File: src/rtl/mem_port_arbiter_pkg.sv
// Shared CPU package: opcode constants, memory-port arbiter state encoding and fairness default.
package mem_port_arbiter_pkg;

    localparam logic [6:0] OPC_LOAD   = 7'b0000011;
    localparam logic [6:0] OPC_STORE  = 7'b0100011;
    localparam logic [6:0] OPC_OP_IMM = 7'b0010011;
    localparam logic [6:0] OPC_OP     = 7'b0110011;
    localparam logic [6:0] OPC_BRANCH = 7'b1100011;
    localparam logic [6:0] OPC_JAL    = 7'b1101111;

    localparam int FAIR_LIMIT_DEF = 3;

    typedef enum logic [1:0] {
        IDLE   = 2'd0,
        IF_ACC = 2'd1,
        DM_ACC = 2'd2
    } arb_state_t;

endpackage

File: src/rtl/mem_port_arbiter_starve_cnt.sv
// Starvation counter for the memory-port arbiter: counts data grants made while fetch waits.
module arb_starve_cnt #(
    parameter int LIMIT = 3
) (
    input  logic clk,
    input  logic rst,
    input  logic inc,
    input  logic clr,
    output logic at_limit
);

    localparam int CW = $clog2(LIMIT + 1);

    logic [CW-1:0] count;

    // Saturates at LIMIT; a fetch grant always follows, which clears it.
    always_ff @(posedge clk) begin
        if (rst) begin
            count <= '0;
        end else if (clr) begin
            count <= '0;
        end else if (inc && !at_limit) begin
            count <= count + CW'(1);
        end
    end

    assign at_limit = (count == CW'(LIMIT));

endmodule

File: src/rtl/mem_port_arbiter.sv
// Arbitrates instruction fetch and data accesses onto one synchronous single-port memory.
// Define ARB_FAIR_EN to bound how long fetch can be starved by back-to-back data grants.
module mem_port_arbiter
    import mem_port_arbiter_pkg::*;
#(
    parameter int ADDR_W     = 32,
    parameter int DATA_W     = 32,
    parameter int FAIR_LIMIT = FAIR_LIMIT_DEF
) (
    input  logic              clk,
    input  logic              rst,
    input  logic              if_req,
    input  logic [ADDR_W-1:0] if_addr,
    output logic              if_ack,
    output logic [DATA_W-1:0] if_rdata,
    input  logic              dm_req,
    input  logic              dm_we,
    input  logic [ADDR_W-1:0] dm_addr,
    input  logic [DATA_W-1:0] dm_wdata,
    output logic              dm_ack,
    output logic [DATA_W-1:0] dm_rdata,
    output logic              mem_en,
    output logic              mem_we,
    output logic [ADDR_W-1:0] mem_addr,
    output logic [DATA_W-1:0] mem_wdata,
    input  logic [DATA_W-1:0] mem_rdata,
    output logic              stall_if,
    output logic              stall_mem
);

    arb_state_t state, state_next;
    logic       fair_force;
    logic       grant_dm;
    logic       grant_if;
    logic [DATA_W-1:0] if_rdata_q;
    logic [DATA_W-1:0] dm_rdata_q;

`ifdef ARB_FAIR_EN
    logic at_limit;

    arb_starve_cnt #(
        .LIMIT (FAIR_LIMIT)
    ) u_starve_cnt (
        .clk      (clk),
        .rst      (rst),
        .inc      ((state == IDLE) && grant_dm && if_req),
        .clr      ((state == IDLE) && grant_if),
        .at_limit (at_limit)
    );

    assign fair_force = at_limit & if_req;
`else
    assign fair_force = 1'b0;
`endif

    assign grant_dm = dm_req & ~fair_force;
    assign grant_if = if_req & (~dm_req | fair_force);

    always_ff @(posedge clk) begin
        if (rst) begin
            state <= IDLE;
        end else begin
            state <= state_next;
        end
    end

    // Access states always fall back to IDLE, so a dropped request cannot wedge the FSM.
    always_comb begin
        state_next = state;
        case (state)
            IDLE: begin
                if (grant_dm) begin
                    state_next = DM_ACC;
                end else if (grant_if) begin
                    state_next = IF_ACC;
                end
            end
            IF_ACC:  state_next = IDLE;
            DM_ACC:  state_next = IDLE;
            default: state_next = IDLE;
        endcase
    end

    always_comb begin
        mem_en    = 1'b0;
        mem_we    = 1'b0;
        mem_addr  = '0;
        mem_wdata = '0;
        if_ack    = 1'b0;
        dm_ack    = 1'b0;
        if (!rst) begin
            case (state)
                IDLE: begin
                    if (grant_dm) begin
                        mem_en    = 1'b1;
                        mem_we    = dm_we;
                        mem_addr  = dm_addr;
                        mem_wdata = dm_wdata;
                    end else if (grant_if) begin
                        mem_en   = 1'b1;
                        mem_addr = if_addr;
                    end
                end
                IF_ACC:  if_ack = 1'b1;
                DM_ACC:  dm_ack = 1'b1;
                default: ;
            endcase
        end
    end

    // Keep the last delivered word visible after the ack pulse.
    always_ff @(posedge clk) begin
        if (rst) begin
            if_rdata_q <= '0;
            dm_rdata_q <= '0;
        end else begin
            if (if_ack) if_rdata_q <= mem_rdata;
            if (dm_ack) dm_rdata_q <= mem_rdata;
        end
    end

    assign if_rdata  = rst ? '0 : (if_ack ? mem_rdata : if_rdata_q);
    assign dm_rdata  = rst ? '0 : (dm_ack ? mem_rdata : dm_rdata_q);
    assign stall_if  = if_req & ~if_ack;
    assign stall_mem = dm_req & ~dm_ack;

endmodule

File: config.mk
export PLATFORM = sky130hd
export DESIGN_NAME = mem_port_arbiter
export DESIGN_NICKNAME = d
export VERILOG_FILES = /design/src/rtl/mem_port_arbiter_pkg.sv /design/src/rtl/mem_port_arbiter_starve_cnt.sv /design/src/rtl/mem_port_arbiter.sv
export SDC_FILE = /design/constraint.sdc
export NUM_CORES = 1
export LEC_CHECK = 0
export BUFFER_PORTS_ARGS = -buffer_cell sky130_fd_sc_hd__buf_2
export CORE_AREA = 3 3 103 105
export DETAILED_ROUTE_END_ITERATION = 10
export DIE_AREA = 0 0 106 108
export GPL_ROUTABILITY_DRIVEN = 1
export HOLD_SLACK_MARGIN = 0.15
export MAX_ROUTING_LAYER = met4
export PLACE_DENSITY = 0.71
export RECOVER_POWER = 50
export SLEW_MARGIN = 20
export SYNTH_ARGS = -nofsm -noshare
export SYNTH_HDL_FRONTEND = slang
export SYNTH_SLANG_ARGS = --single-unit
File: constraint.sdc
create_clock -name clk -period 3.65 [get_ports clk]
set_input_delay 0.1825 -clock clk [delete_from_list [all_inputs] [get_ports clk]]
set_output_delay 0.1825 -clock clk [all_outputs]
set_load 0.005 [all_outputs]
=== After elaboration in Yosys (flattened, before gate mapping) ===
Cells that the tools add are included.

* Add/sub/neg operators: 0
* Multiply operators: 0
* Divide/modulo/power cells: 0
* Magnitude comparators: 0
* Equal/unequal tests: 2
* Shift operators: 0
* Muxes and demuxes: 24
* Bitwise operators: 7
* Reductions and logical operators: 4

{| class="wikitable"
|+ Operators by type and width
! kind !! count
|-
| 32-bit two-way mux || 11
|-
| 1-bit two-way mux || 11
|-
| 2-bit two-way mux || 2
|-
| 1-bit inverter || 4
|-
| 1-bit bitwise AND || 3
|-
| 3-bit OR reduction || 1
|-
| 2-bit by 1-bit == test with 1-bit output, second input constant || 1
|-
| 2-bit == test, second input constant || 1
|-
| 2-bit zero test || 1
|-
| 2-bit nonzero test || 1
|-
| 2-bit OR reduction || 1
|}

* Register bits: 66
* Latch bits: 0
* Memory bits (writable): 0
* Memory bits (read-only): 0
* Bits of input ports: 133
* Output and inout port bits: 134
* Memories kept: 0

=== Logic depth before layout (Yosys ltp) ===
Gate-level depths: netlist of run 1.

* Depth after elaboration: 6
* Gate-level depth with buffers: 5
* Depth with buffers taken out: 3

=== Worst setup path after synthesis of run 1 ===
Ideal clock, no wire load.

* Kind: flip-flop to output port
* From: register state[0]
* To: output port mem_addr[21]
* Arrival: 1154 ps
* Setup slack: 2313 ps
* Cell stages (with the launch flop): 5
* Buffers on the path: 2
* Cells stage by stage: dfxtp_1 > or3_1 > clkbuf_1 > buf_2 > a21oi_1

* Longest elaborated chain between the ends: 3

{| class="wikitable"
|+ Ends and longest elaborated chain
! item !! line !! source
|-
| start: declaration || mem_port_arbiter.sv:31 || <nowiki>arb_state_t state, state_next;</nowiki>
|-
| start signal: assignment || mem_port_arbiter.sv:63 || <nowiki>state <= state_next;</nowiki>
|-
| 2-bit zero test || mem_port_arbiter.sv:92 || <nowiki>case (state)</nowiki>
|-
| 32-bit two-way mux || mem_port_arbiter.sv:92 ||
|-
| 32-bit two-way mux || mem_port_arbiter.sv:91 || <nowiki>if (!rst) begin</nowiki>
|-
| end: declaration || mem_port_arbiter.sv:24 || <nowiki>output logic [ADDR_W-1:0] mem_addr,</nowiki>
|}

No other way between the ends.

=== Worst setup path in the final report of run 1 ===
* From: input port rst
* To: output port mem_addr[27]

* Longest elaborated chain between the ends: 1

{| class="wikitable"
|+ Ends and longest elaborated chain
! item !! line !! source
|-
| start: declaration || mem_port_arbiter.sv:11 || <nowiki>input logic rst,</nowiki>
|-
| 32-bit two-way mux || mem_port_arbiter.sv:91 ||
|}

No other way between the ends.

==> impl.org, run 1 <==
** Timing
- Worst-case headroom to the max-slew limit :: -9.43%
- Transition at the pin with the smallest max-transition slack :: 1.63 ns
- Final Max Slew Viols :: 36
- Worst clock skew on the final layout :: 0.0120 ns
- Sum of negative setup slack :: 0 ns
- After layout, the minimum clock period comes to 2.68 ns.
- The number of hold-slack violations in the final timing report is 0.
- Unrepaired setup endpoints after global routing :: false
- Final setup violation count :: 0
- Maximum clock frequency :: 374 MHz
- After layout, the worst path uses 73.3% of the clock period.

** Global route
- Global-route usage over all layers :: 20.7%
- The number of global-route vias before repair was 3,857.
- Entering global routing, the biggest net connects 69 pins.
- First-pass GRT wire length :: 18.5 mm
- Global routing finished with a remaining overflow of 0.
- The initial antenna violation count is 0.

** Yosys
- Main synth FF type :: sky130_fd_sc_hd__dfxtp_1
- The cell area that synthesis handed to floorplanning was 3260 um2.
- Yosys attributes the largest share of cell area to sky130_fd_sc_hd__dfxtp_1, sky130_fd_sc_hd__nand2b_1, sky130_fd_sc_hd__nand2_1, sky130_fd_sc_hd__o21ai_0, sky130_fd_sc_hd__and3_1.
- Of the synthesized area, sequential elements account for 40.5%.
- Cells after synthesis :: 433
- The number of nets handed over by synthesis was 566.
- For this run, the number of Yosys warnings is 0.
- Number of unique standard cell types used by synthesis :: 21
- The synthesized design contains 0 enable-type register cells.
- The share of synthesized area in the top cell type comes to 40.5%.
- Of all flip-flops after synthesis, the portion carrying an async set or reset was 0%.
- Post-synthesis sequential element count :: 66
- sky130_fd_sc_hd__dfxtp_1 takes more of the synthesized area than any other cell.
- Each instance of the synthesized netlist takes up on average 7.53 um2.

** Critical path
- Setup crit start kind :: primary input
- Worst-path maximum fanout :: 68
- Required time of the critical path :: 3.47 ns
- The worst setup path is of the primary input to output port kind.
- Worst Reg-to-Reg Cells :: 2
- In this run the critical register-to-register path is captured at state[0].
- Tracing the worst setup path back leads to its startpoint at rst.
- Last element of the critical path :: mem_addr[27]
- Setup slack on the worst reg-to-reg path comes out at 1.60 ns.
- Arrival time at the worst endpoint :: 2.49 ns
- The worst setup path is captured at an output port.
- The startpoint identified for the worst register-to-register timing path is state[0].

** Drt
- After detailed routing, the wire length on met1 is 4.79 mm.
- Using the TritonRoute via totals, the vias-per-cell ratio works out to 4.76.
- Violation count after the first detailed-route iteration :: 229
- Detailed routing placed a total of 6.00 mm of wire on met2.
- Overall via count from detail_route :: 4,026
- Routed wirelength normalized by instance count :: 14.4 um
- Detailed Route WL :: 12.2 mm
- Length of the first detailed-routing pass in iterations :: 4
- Once detail routing completed, the nets flagged for antenna violations numbered 0.
- Met3 wire length :: 1.06 mm
- Post-route DRC :: 0
- The highest metal layer carrying signal wires in the routed design is met4.

** Finish
- From synthesis to final layout, the design area changed by 57.2%.
- The net count of the finished layout is 839.
- Number of cells in the finished layout apart from fillers :: 846
- Cells with a size suffix above 1 make up 36.4% of the layout.

** Floorplan
- The die covers 11,400 um2.
- Once the floorplan was initialized, standard cells occupied 33.5% of the core.
- From left edge to right edge, the die measures 106 um.
- During I/O placement, the number of pins put on the boundary was 267.
- In this run the vertical extent of the chip is 108 um.
- Core area :: 9730 um2
- The initialized floorplan defines 36 standard-cell rows.

** Clock network
- The clock passes through at most 2 buffers.
- Clock tree synthesis selected as its root buffer the cell sky130_fd_sc_hd__clkbuf_8.
- Counting the buffers created by CTS gives 9.
- Clock latency of the later-clocked register in the worst-skew pair :: 0.34 ns
- CTS clock-pin slew for the worst setup and hold paths :: 0.06 ns
- Buffers inserted during post-CTS setup optimization :: 0
- Clock tree from TritonCTS :: done
- CTS built an H-tree with a depth of 3.
- CTS saw 66 sinks.

** Run
- Across the run, the number of max-cap violations was 1.

** Power and ir drop
- Across the VDD grid, the largest voltage drop is 0.195 mV.
- In this run the static leakage power is 2.52 nW.
- Power spread over the standard cell area amounts to 342 nW/um2.

** Run status
- Violations in the final reports :: max-capacitance violations, max-slew violations
- Outcome :: complete, but fails checks

** Placement
- At the end of routability-driven placement, the weighted congestion stood at 0.884.
- Number of buffer cells added on primary ports :: 266
- Number of cells in the design after placement :: 795
- Detail Placement HPWL :: 9.08 mm

** Hold path
- The tightest min-delay check is of the flop to flop type.
-- worst min-delay path by stage --
| stage | from | endpoint | slack (ns) | depth (start not counted) |
|---|---|---|---|---|
| 2_1_floorplan | mem_rdata[2] | dm_rdata_q[2] | 0.35 | 2 |
| 3_3_place_gp | mem_rdata[17] | if_rdata_q[17] | 0.42 | 3 |
| 3_5_place_dp | mem_rdata[6] | dm_rdata_q[6] | 0.43 | 3 |
| 4_1_cts | dm_rdata_q[3] | dm_rdata_q[3] | 0.49 | 2 |
| 5_1_grt | dm_rdata_q[1] | dm_rdata_q[1] | 0.52 | 2 |
| 6_report | if_rdata_q[3] | if_rdata_q[3] | 0.49 | 2 |
-- synth_stat cells, types with 2 or more instances --
cell                       count
sky130_fd_sc_hd__buf_4         4
sky130_fd_sc_hd__nor2b_1       3
sky130_fd_sc_hd__a22oi_1       5
sky130_fd_sc_hd__clkbuf_2      2
sky130_fd_sc_hd__clkbuf_1     24
sky130_fd_sc_hd__and2_1        2
sky130_fd_sc_hd__buf_2        10
sky130_fd_sc_hd__o21ai_0      61
sky130_fd_sc_hd__and3_1       33
sky130_fd_sc_hd__a21oi_1      27
sky130_fd_sc_hd__nand2b_1     64
sky130_fd_sc_hd__o21ai_1       2
sky130_fd_sc_hd__dfxtp_1      66
sky130_fd_sc_hd__nand2_1      90
sky130_fd_sc_hd__nor2_1        8
sky130_fd_sc_hd__nand3b_1     27
-- cell usage in the layout (no fill, tap or decap) --
| master | synthesis | final |
|---|---|---|
| sky130_fd_sc_hd__bufinv_16 | 0 | 2 |
| sky130_fd_sc_hd__buf_2 | 10 | 236 |
| sky130_fd_sc_hd__dlygate4sd3_1 | 0 | 32 |
| sky130_fd_sc_hd__buf_4 | 4 | 2 |
| sky130_fd_sc_hd__clkinvlp_4 | 0 | 1 |
| sky130_fd_sc_hd__a21oi_1 | 27 | 27 |
| sky130_fd_sc_hd__clkinv_2 | 0 | 2 |
| sky130_fd_sc_hd__o21ai_0 | 61 | 63 |
| sky130_fd_sc_hd__clkbuf_8 | 0 | 10 |
| sky130_fd_sc_hd__nand3b_1 | 27 | 27 |
| sky130_fd_sc_hd__nand2b_1 | 64 | 64 |
| sky130_fd_sc_hd__clkbuf_1 | 24 | 30 |
| sky130_fd_sc_hd__mux2i_1 | 1 | 1 |
| sky130_fd_sc_hd__buf_12 | 0 | 1 |
| sky130_fd_sc_hd__and2_0 | 0 | 1 |
| sky130_fd_sc_hd__clkbuf_2 | 2 | 2 |
| sky130_fd_sc_hd__and2_1 | 2 | 1 |
| sky130_fd_sc_hd__nor2_1 | 8 | 8 |
| sky130_fd_sc_hd__and3_1 | 33 | 33 |
| sky130_fd_sc_hd__nor3_2 | 0 | 1 |
| sky130_fd_sc_hd__or3_1 | 1 | 1 |
| sky130_fd_sc_hd__dfxtp_1 | 66 | 66 |
| sky130_fd_sc_hd__a22oi_1 | 5 | 5 |
| sky130_fd_sc_hd__nor2b_1 | 3 | 3 |
| sky130_fd_sc_hd__diode_2 | 0 | 2 |
| sky130_fd_sc_hd__nor3b_4 | 1 | 2 |
| sky130_fd_sc_hd__nand2_1 | 90 | 90 |
-- sequential cells by signal, indices dropped and copies added (netlist names) --
register / flops
dm_rdata_q: 32
state: 2
if_rdata_q: 32
-- cells by family (layout without fill, tap and decap cells) --
| kind of cell | Yosys count | count (layout) | share of synthesized area [%] |
|---|---|---|---|
| other cells | 0 | 2 | 0 |
| mux | 1 | 1 | 0.307 |
| buf+inv | 40 | 318 | 5.52 |
| simple gates | 231 | 231 | 38.7 |
| compound gates | 95 | 95 | 15.0 |
| flops | 66 | 66 | 40.5 |
-- cell type report --
class | instances | area, um2
Antenna cell | 2 | 5.00
Clock buffer | 11 | 141
Clock inverter | 5 | 77.6
Fill cell | 977 | 4600
Multi-Input combinational cell | 327 | 1760
Sequential cell | 66 | 1320
Tap cell | 133 | 166
Timing Repair Buffer | 302 | 1660
-- critical path: stages --
cell and delay [ns]:
sky130_fd_sc_hd__buf_2 0.70, sky130_fd_sc_hd__or3_1 0.41, sky130_fd_sc_hd__clkbuf_1 0.79, sky130_fd_sc_hd__a21oi_1 0.17, sky130_fd_sc_hd__buf_2 0.19
-- per-layer routing --
metal	up-vias	GRT usage, %
li1	1993	-
met1	1796	23.4
met2	200	34.4
met3	37	5.07
met4	0	9.90
met5	-	-
-- through the flow --
step	setup WS, ns	hold WS [ns]	util [%]	power (mW)	instance area (um2)
2_1_floorplan	2.31	0.355	-	0.912	3260
3_3_place_gp	1.25	0.421	47.5	1.07	4620
3_5_place_dp	1.19	0.431	47.5	1.08	4620
4_1_cts	1.13	0.486	53.0	1.78	5160
5_1_grt	0.722	0.522	52.6	1.84	5120
6_report	0.973	0.490	52.7	1.75	5130
-- where the power goes --
part	leakage, nW	total [mW]	internal [mW]	switching, mW
combinational	1.88	0.324	0.164	0.161
clock	0.109	0.671	0.401	0.270
sequential	0.537	0.759	0.750	0.00951
total	2.52	1.75	1.31	0.441
-- what timing repair did --
item / CTS / global route
gates resized for setup: 0 / 0
endpoints found under the setup margin: 0 / 0
hold endpoints to repair: 62 / 0
hold buffers: 32 / 0
No activity file was read; power rests on OpenSTA's default activity.
==> inputs of run 2 (changes only) <==
- CORE_AREA: 3 3 103 105 -> 3 3 104 106
- DIE_AREA: 0 0 106 108 -> 0 0 107 109
- PLACE_DENSITY: 0.71 -> 0.72
- clock period: 3.65 -> 2.45 ns (I/O delays scaled with it)
==> impl.org, run 2 (synthesis results as in run 1) <==
** Run status
- Outcome :: complete, no violations

** Critical path
- Crit path cell chain :: or3_1 -> buf_4 -> a21oi_1 -> buf_2
- STA classifies the critical path startpoint as a flop.
- Worst Reg-to-Reg Cells :: 3
- Crit Path Category :: flop to output port
- In this design, the largest share of critical-path delay is due to simple AND/OR/NAND/NOR gates.
- The number of buffers and inverters on the critical path is 2.
- Data on the critical path arrives at its endpoint at 1.90 ns.
- Worst-path maximum fanout :: 18
- Worst R2R Setup Slack :: 1.03 ns
- The startpoint identified for the worst register-to-register timing path is state[1].
- The worst setup path is captured at an output port.
- CP max stage cell :: sky130_fd_sc_hd__or3_1
- Critical Path Max Stage Delay :: 0.62 ns
- For the worst setup path, the data required time is 2.33 ns.
- Worst R2R End :: dm_rdata_q[12]
- The most critical setup path has its startpoint at state[0].

** Placement
- Routability-driven placement finished with a final weighted congestion of 0.904.
- The wire-length estimate of the detail-placed layout is 9.45 mm.
- OpenSTA, run right after detailed placement, puts the worst setup slack at 0.714 ns.
- Port buffering added 266 buffers.

** Clock network
- Number of buffers created by CTS :: 9
- Buffers added to address setup during post-CTS repair amount to 0.
- Post-CTS repair changed the size of 0 cells.
- Clock tree from TritonCTS :: done
- H-tree levels :: 3
- Buffer levels on the longest clock path :: 2
- For the worst-skew pair, the clock arrives at the later sink with an insertion delay of 0.33 ns.
- CTS clock-pin slew for the worst setup and hold paths :: 0.07 ns
- Cts-stage hold buffer count :: 32
- CTS Root Buffer Type :: sky130_fd_sc_hd__clkbuf_8
- The clock drives 66 sinks.

** Finish
- In the final layout, the registers with the most flip-flops are dm_rdata_q: 32 flops, if_rdata_q: 32 flops, state: 2 flops.
- Most frequent cells in the layout :: sky130_fd_sc_hd__buf_2, sky130_fd_sc_hd__nand2_1, sky130_fd_sc_hd__dfxtp_1
- Multi-input combinational cell area :: 1730 um2
- Area grow syn2layout :: 55.7%
- In the final layout, flip-flops and latches occupy 1320 um2.
- The number of antenna diodes in the final layout is 0.
- Share of post-route cells with drive strength above 1 :: 36.0%
- Leaving out fill and tap cells, the most frequent cell in the layout is sky130_fd_sc_hd__buf_2.
- The final layout contains 845 nets.
- Number of fillers in the final layout :: 967

** Timing
- Post-route minimum period :: 2.02 ns
- Setup repair after global routing left no endpoint under its margin.
- Final Max Slew Viols :: 0
- Sum of negative setup slack :: 0 ns
- Measured against its own limit, the worst slew margin works out to 63.1%.
- The worst path meets setup with 0.431 ns of slack.
- For the final database, setup skew stands at 0.00353 ns.
- Final setup violation count :: 0
- For the pin with the worst max-slew slack, the measured transition is 0.554 ns.
- Crit share post-route :: 82.4%
- Maximum clock frequency :: 495 MHz
- Final hold vios :: 0

** Drt
- For this run, the detailed router's first-pass iteration total came to 4.
- DR vias/cell :: 4.70
- Dividing the detail-routed wire length by the instance count gives 14.8 um.
- Post-route DRC :: 0
- Detailed Route WL :: 12.5 mm
- The routed layout has 3,993 vias.
- After the first detailed-routing iteration, the DRC count stood at 282.
- The detail route stage leaves a number of antenna-violating nets equal to 0.

** Global route
- Global-route usage over all layers :: 20.8%
- The number of global-route vias before repair is 3,823.
- Antenna violations before repair :: 0
- Overflow after GRT :: 0
- First-pass GRT wire length :: 18.8 mm
- Entering global routing, the biggest net connects 65 pins.

** Floorplan
- Number of rows in the core area :: 36
- The floorplan step defined a die boundary enclosing 11,700 um2.
- Core area :: 9860 um2
- I/O pin cnt :: 267
- Die X-Extent :: 107 um
- Once the floorplan was initialized, standard cells occupied 33.1% of the core.
- Measured along the y axis, the die boundary spans 109 um.

** Power and ir drop
- Dividing total power by cell area gives a power density of 475 nW/um2.
- The analysis attributes to cell leakage a power of 2.51 nW.
- IR analysis of the VDD net gives a maximum drop of 0.192 mV.

** Run
- Across the run, the number of max-cap violations was 0.

** Hold path
- For hold timing, the worst endpoint is state[0].
- Along the worst hold path, the cell count comes to 4.
- HP Start :: rst
- Worst min-delay path category :: primary input to flop
==> run 2: worst max path at each step <==
stage | endpoint | slack [ns] | depth (start not counted)
3_5_place_dp | mem_addr[0] | 0.71 | 4
6_report | mem_addr[0] | 0.43 | 4
2_1_floorplan | dm_rdata_q[24] | 1.17 | 4
3_3_place_gp | mem_addr[16] | 0.80 | 4
5_1_grt | dm_rdata[12] | 0.28 | 5
4_1_cts | mem_addr[0] | 0.33 | 4
==> run 2: stage by stage <==
step	instance area [um2]	util (%)	instances	total power, mW	hold slack, ns
2_1_floorplan	3260	-	433	1.36	0.295
3_3_place_gp	4660	47.2	802	1.60	0.365
3_5_place_dp	4660	47.2	802	1.61	0.370
4_1_cts	5150	52.2	849	2.45	0.355
5_1_grt	5080	51.5	849	2.53	0.400
6_report	5080	51.5	849	2.41	0.388
==> run 2: worst register-to-register path, delay by kind of cell, from the launching register on <==
| kind | cells | cell delay [ns] |
|---|---|---|
| flops | 1 | 0.37 |
| buf+inv | 1 | 0.36 |
| simple gates | 1 | 0.32 |
| compound gates | 1 | 0.22 |
==> run 2: report_power, final <==
group	total, mW	switching (mW)	leakage [nW]	internal (mW)
clock	0.792	0.380	0.0920	0.412
sequential	1.13	0.0123	0.537	1.12
combinational	0.489	0.241	1.88	0.247
total	2.41	0.634	2.51	1.78
==> run 2: metal layers <==
layer  global-route usage, %  part of all wire (%)  vias up
li1                        -                     -     1990
met1                    24.1                    40     1795
met2                    35.1                    51      184
met3                    5.21                   6.7       24
met4                    7.76                   2.4        0
met5                       -                     0        -
==> run 2: cell type report <==
type	count	share of cell area, %
clock buffer	12	3.06
timing repair buffer	308	33.2
sequential	66	26.0
tap	133	3.28
multi-input combinational	327	34.1
clock inverter	3	0.296
==> inputs of run 3 (changes only) <==
- ABC_AREA: not set -> 1
- CORE_AREA: 3 3 104 106 -> not set
- CORE_MARGIN: not set -> 3
- CORE_UTILIZATION: not set -> 37
- DIE_AREA: 0 0 107 109 -> not set
- PLACE_DENSITY: 0.72 -> 0.79
- clock period: 2.45 -> 1.84 ns (I/O delays scaled with it)
==> impl.org, run 3 <==
** Run status
- Outcome :: complete, no violations

** Finish
- Share of post-route cells with drive strength above 1 :: 32.0%
- Relative to the synthesized area, the layout overhead comes to 55.9%.
- In the final design database the tool counted 1,008 nets.
- Most frequent cells in the layout :: sky130_fd_sc_hd__buf_2, sky130_fd_sc_hd__nand2_1, sky130_fd_sc_hd__nand3_1
- Number of antenna cells inserted :: 0
- Most common library cell in the layout ignoring fill and taps :: sky130_fd_sc_hd__buf_2
- Top flop regs :: dm_rdata_q: 32 flops, if_rdata_q: 32 flops, state: 2 flops

** Yosys
- Combinational family with the most area after synthesis :: simple AND/OR/NAND/NOR gates
- Share of the synthesized netlist area taken by xor and xnor gates :: 0%
- After synthesis the netlist holds a flip-flop and latch count of 66.
- Number of unique standard cell types used by synthesis :: 14
- Fraction of synthesized cell area taken by the top area cell type :: 37.1%
- Most used standard cell by instance count after synthesis :: sky130_fd_sc_hd__nand2_1
- Simple-Gate Fraction of Synth Area :: 45.0%
- Syn_nets :: 726
- Counting flops with a built-in enable in the synthesized netlist gives 0.
- Top post-synthesis cells by area :: sky130_fd_sc_hd__dfxtp_1, sky130_fd_sc_hd__nand2_1, sky130_fd_sc_hd__nand3_1, sky130_fd_sc_hd__inv_1, sky130_fd_sc_hd__buf_2
- Main synth FF type :: sky130_fd_sc_hd__dfxtp_1
- After synthesis, the mean cell area works out to 6.01 um2.
- Share of the synthesized area in compound gates (AO/OA/AOI/OAI) :: 3.79%
- YS warnings :: 0
- Proportion of synthesized chip area in sequential cells :: 37.1%
- Of all cell types, the one taking the most synthesized area is sky130_fd_sc_hd__dfxtp_1.
- Summed instance area of the synthesized netlist :: 3570 um2
- Of the total synthesized cell area, the portion taken by full adders, half adders and majority gates is 0%.
- Async SR Flop Fraction :: 0%
- Synth top cells by count :: sky130_fd_sc_hd__nand2_1, sky130_fd_sc_hd__nand3_1, sky130_fd_sc_hd__inv_1
- The portion of synthesized area spent on multiplexers is 0%.
- Cells after synthesis :: 593

** Critical path
- Setup crit start kind :: primary input
- Worst R2R Setup Slack :: 0.65 ns
- Category of the worst setup path capture point :: output port
- For the worst setup path, the data required time is 1.75 ns.
- Counting cells, the worst reg-to-reg path comes to 6.
- Total buffers and inverters traversed by the critical path :: 4
- Data arrives at the worst endpoint at 1.66 ns.
- Launch point of the worst reg-to-reg path :: state[1]
- Crit path cell chain :: dlygate4sd3_1 -> clkbuf_1 -> clkbuf_4 -> nand3_1 -> nor2_1 -> buf_2
- Critical Path Max Stage Delay :: 0.52 ns
- The kind of cell with the highest combined delay along the critical path is buffers and inverters.
- The worst register-to-register path ends at if_rdata_q[13].
- Crit Path Category :: primary input to output port
- In this run the worst path has a maximum fanout of 45.
- CP max stage cell :: sky130_fd_sc_hd__dlygate4sd3_1

** Drt
- After detailed routing, the number of vias per cell comes to 4.58.
- After detailed routing, the average wire length per cell comes to 12.9 um.
- For this block, the initial DRC count from the detailed router was 233.
- DRT antenna net count :: 0
- The final route contains 4,620 vias.
- The routed design has 13.0 mm of wire.
- Post-route DRC :: 0
- Before antenna repair, the detailed router went through 5 iterations.

** Power and ir drop
- In this run the static leakage power is 3.41 nW.
- Across the VDD grid, the largest voltage drop is 0.394 mV.
- Summing internal, switching and leakage power gives 3.42 mW.
- Dividing total power by cell area gives a power density of 615 nW/um2.

** Timing
- Worst clock skew on the final layout :: 0.00821 ns
- Post-route minimum period :: 1.75 ns
- Setup repair after global routing left no endpoint under its margin.
- Transition at the pin with the smallest max-transition slack :: 0.467 ns
- The number of hold-slack violations in the final timing report came to 0.
- The worst path uses 95.3% of the clock period.
- Worst-case headroom to the max-slew limit :: 68.8%
- Setup violations remaining at the end of the flow were counted as 0.
- Adding up every negative setup slack in the final design gives 0 ns.
- For this run, the top clock speed supported by timing is 570 MHz.
- The number of slew-limit violations in the final report is 0.

** Clock network
- Clock tree from TritonCTS :: done
- H-tree levels :: 3
- Clock latency of the later-clocked register in the worst-skew pair :: 0.33 ns
- Buffers inserted during post-CTS setup optimization :: 0
- In this run, CTS created clock tree buffers numbering 9.
- Number of sinks driven by the clock tree :: 66
- CTS Root Buffer Type :: sky130_fd_sc_hd__clkbuf_8
- CTS clock-pin slew for the worst setup and hold paths :: 0.07 ns
- In this run the deepest clock path goes through 2 buffers.

** Floorplan
- The die is 104 um tall.
- Core area :: 9280 um2
- Total die area :: 10,900 um2
- Die X-Extent :: 104 um
- 267 I/O pins were placed.
- Number of rows in the core area :: 35
- The initial utilization of the core area, before any placement, comes to 38.4%.

** Run
- Max-cap violations in this run came to 0.

** Global route
- The initial antenna violation count was 0.
- Pin count of the biggest net entering global routing :: 68
- First-pass GRT wire length :: 20.4 mm
- Summed over all layers, the global routing overflow is 0.
- The number of global-route vias before repair is 4,327.
- Global-route usage over all layers :: 23.1%

** Hold path
- HP Start :: if_req
- Hold Path Stages :: 3
- The min-delay analysis places its worst path in the category primary input to flop.
- Min-Delay Endpoint :: state[0]

** Placement
- Detail Placement HPWL :: 9.14 mm
- The count of buffers added on input and output ports is 266.
- Final estimated routing congestion in global placement :: 0.895
==> run 3: cell count changes after synthesis, sizes merged, moves of 3 or more <==
| cell | delta |
|---|---|
| a22oi | -5 |
| and3 | -33 |
| buf | +25 |
| clkbuf | -18 |
| inv | +75 |
| nand2 | +110 |
| nand2b | -64 |
| nand3 | +125 |
| nand3b | -27 |
| nand4 | +6 |
| nor2 | +38 |
| nor2b | -3 |
| o21ai | -63 |
==> run 3: where the power goes <==
group / internal [mW] / total [mW] / switching (mW) / leakage, nW
registers: 1.50 / 1.52 / 0.0216 / 0.539
clock network: 0.525 / 1.09 / 0.569 / 0.0847
logic: 0.378 / 0.803 / 0.425 / 2.79
total: 2.40 / 3.42 / 1.02 / 3.41
==> run 3: cell families (layout without fill, tap and decap cells) <==
kind of cell,after synthesis,in the layout
DFF,66,66
AOI/OAI and AO/OA,27,27
buffers and inverters,122,409
and+or+nand+nor,378,378
==> run 3: layer usage <==
layer	global-route usage, %	wire, um	part of all wire (%)	vias up
met5	-	0	0	-
met4	7.60	265	2.0	0
met3	4.03	738	5.7	28
met2	40.9	6630	51	177
met1	26.4	5350	41	2015
li1	-	-	-	2400
==> run 3: layout make-up <==
cell class                      count  area, um2
Clock buffer                       10        138
Clock inverter                      6       41.3
Fill cell                         922       3720
Inverter                           75        284
Multi-Input combinational cell    405       1750
Sequential cell                    66       1320
Tap cell                          129        161
Timing Repair Buffer              318       1860
==> run 3: stage by stage <==
stage                     instances  hold WS, ns  setup WS [ns]  utilization [%]  cell area, um2
after floorplan                 593        0.243          0.695                -            3570
after global placement          957        0.322          0.453             53.8            5000
after detailed placement        957        0.323          0.410             53.8            5000
after CTS                      1007        0.285         0.0333             59.4            5520
after global routing           1009        0.347        0.00645             59.9            5560
final                          1009        0.295         0.0863             59.9            5560
==> run 3: worst max-delay path by stage <==
stage,start,endpoint,slack (ns),depth (start not counted)
6_report,dm_req,mem_wdata[7],0.09,6
5_1_grt,state[1],dm_rdata[29],0.006,6
4_1_cts,state[0],mem_addr[19],0.03,6
3_5_place_dp,state[0],mem_addr[22],0.41,6
3_3_place_gp,state[0],mem_addr[16],0.45,6
2_1_floorplan,state[0],if_rdata_q[0],0.69,6
==> run 3: what timing repair did <==
action	CTS	global route
setup endpoints to repair	0	59
hold buffers	34	0
endpoints found under the hold margin	65	0
resized for setup	0	7
==> run 3: worst reg2reg max path, stage by stage, from the launching register on <==
cell and delay (ns):
sky130_fd_sc_hd__dfxtp_1 0.44, sky130_fd_sc_hd__inv_2 0.10, sky130_fd_sc_hd__nand3_1 0.13, sky130_fd_sc_hd__buf_6 0.22, sky130_fd_sc_hd__nand2_1 0.09, sky130_fd_sc_hd__nand2_1 0.07, sky130_fd_sc_hd__inv_1 0.05
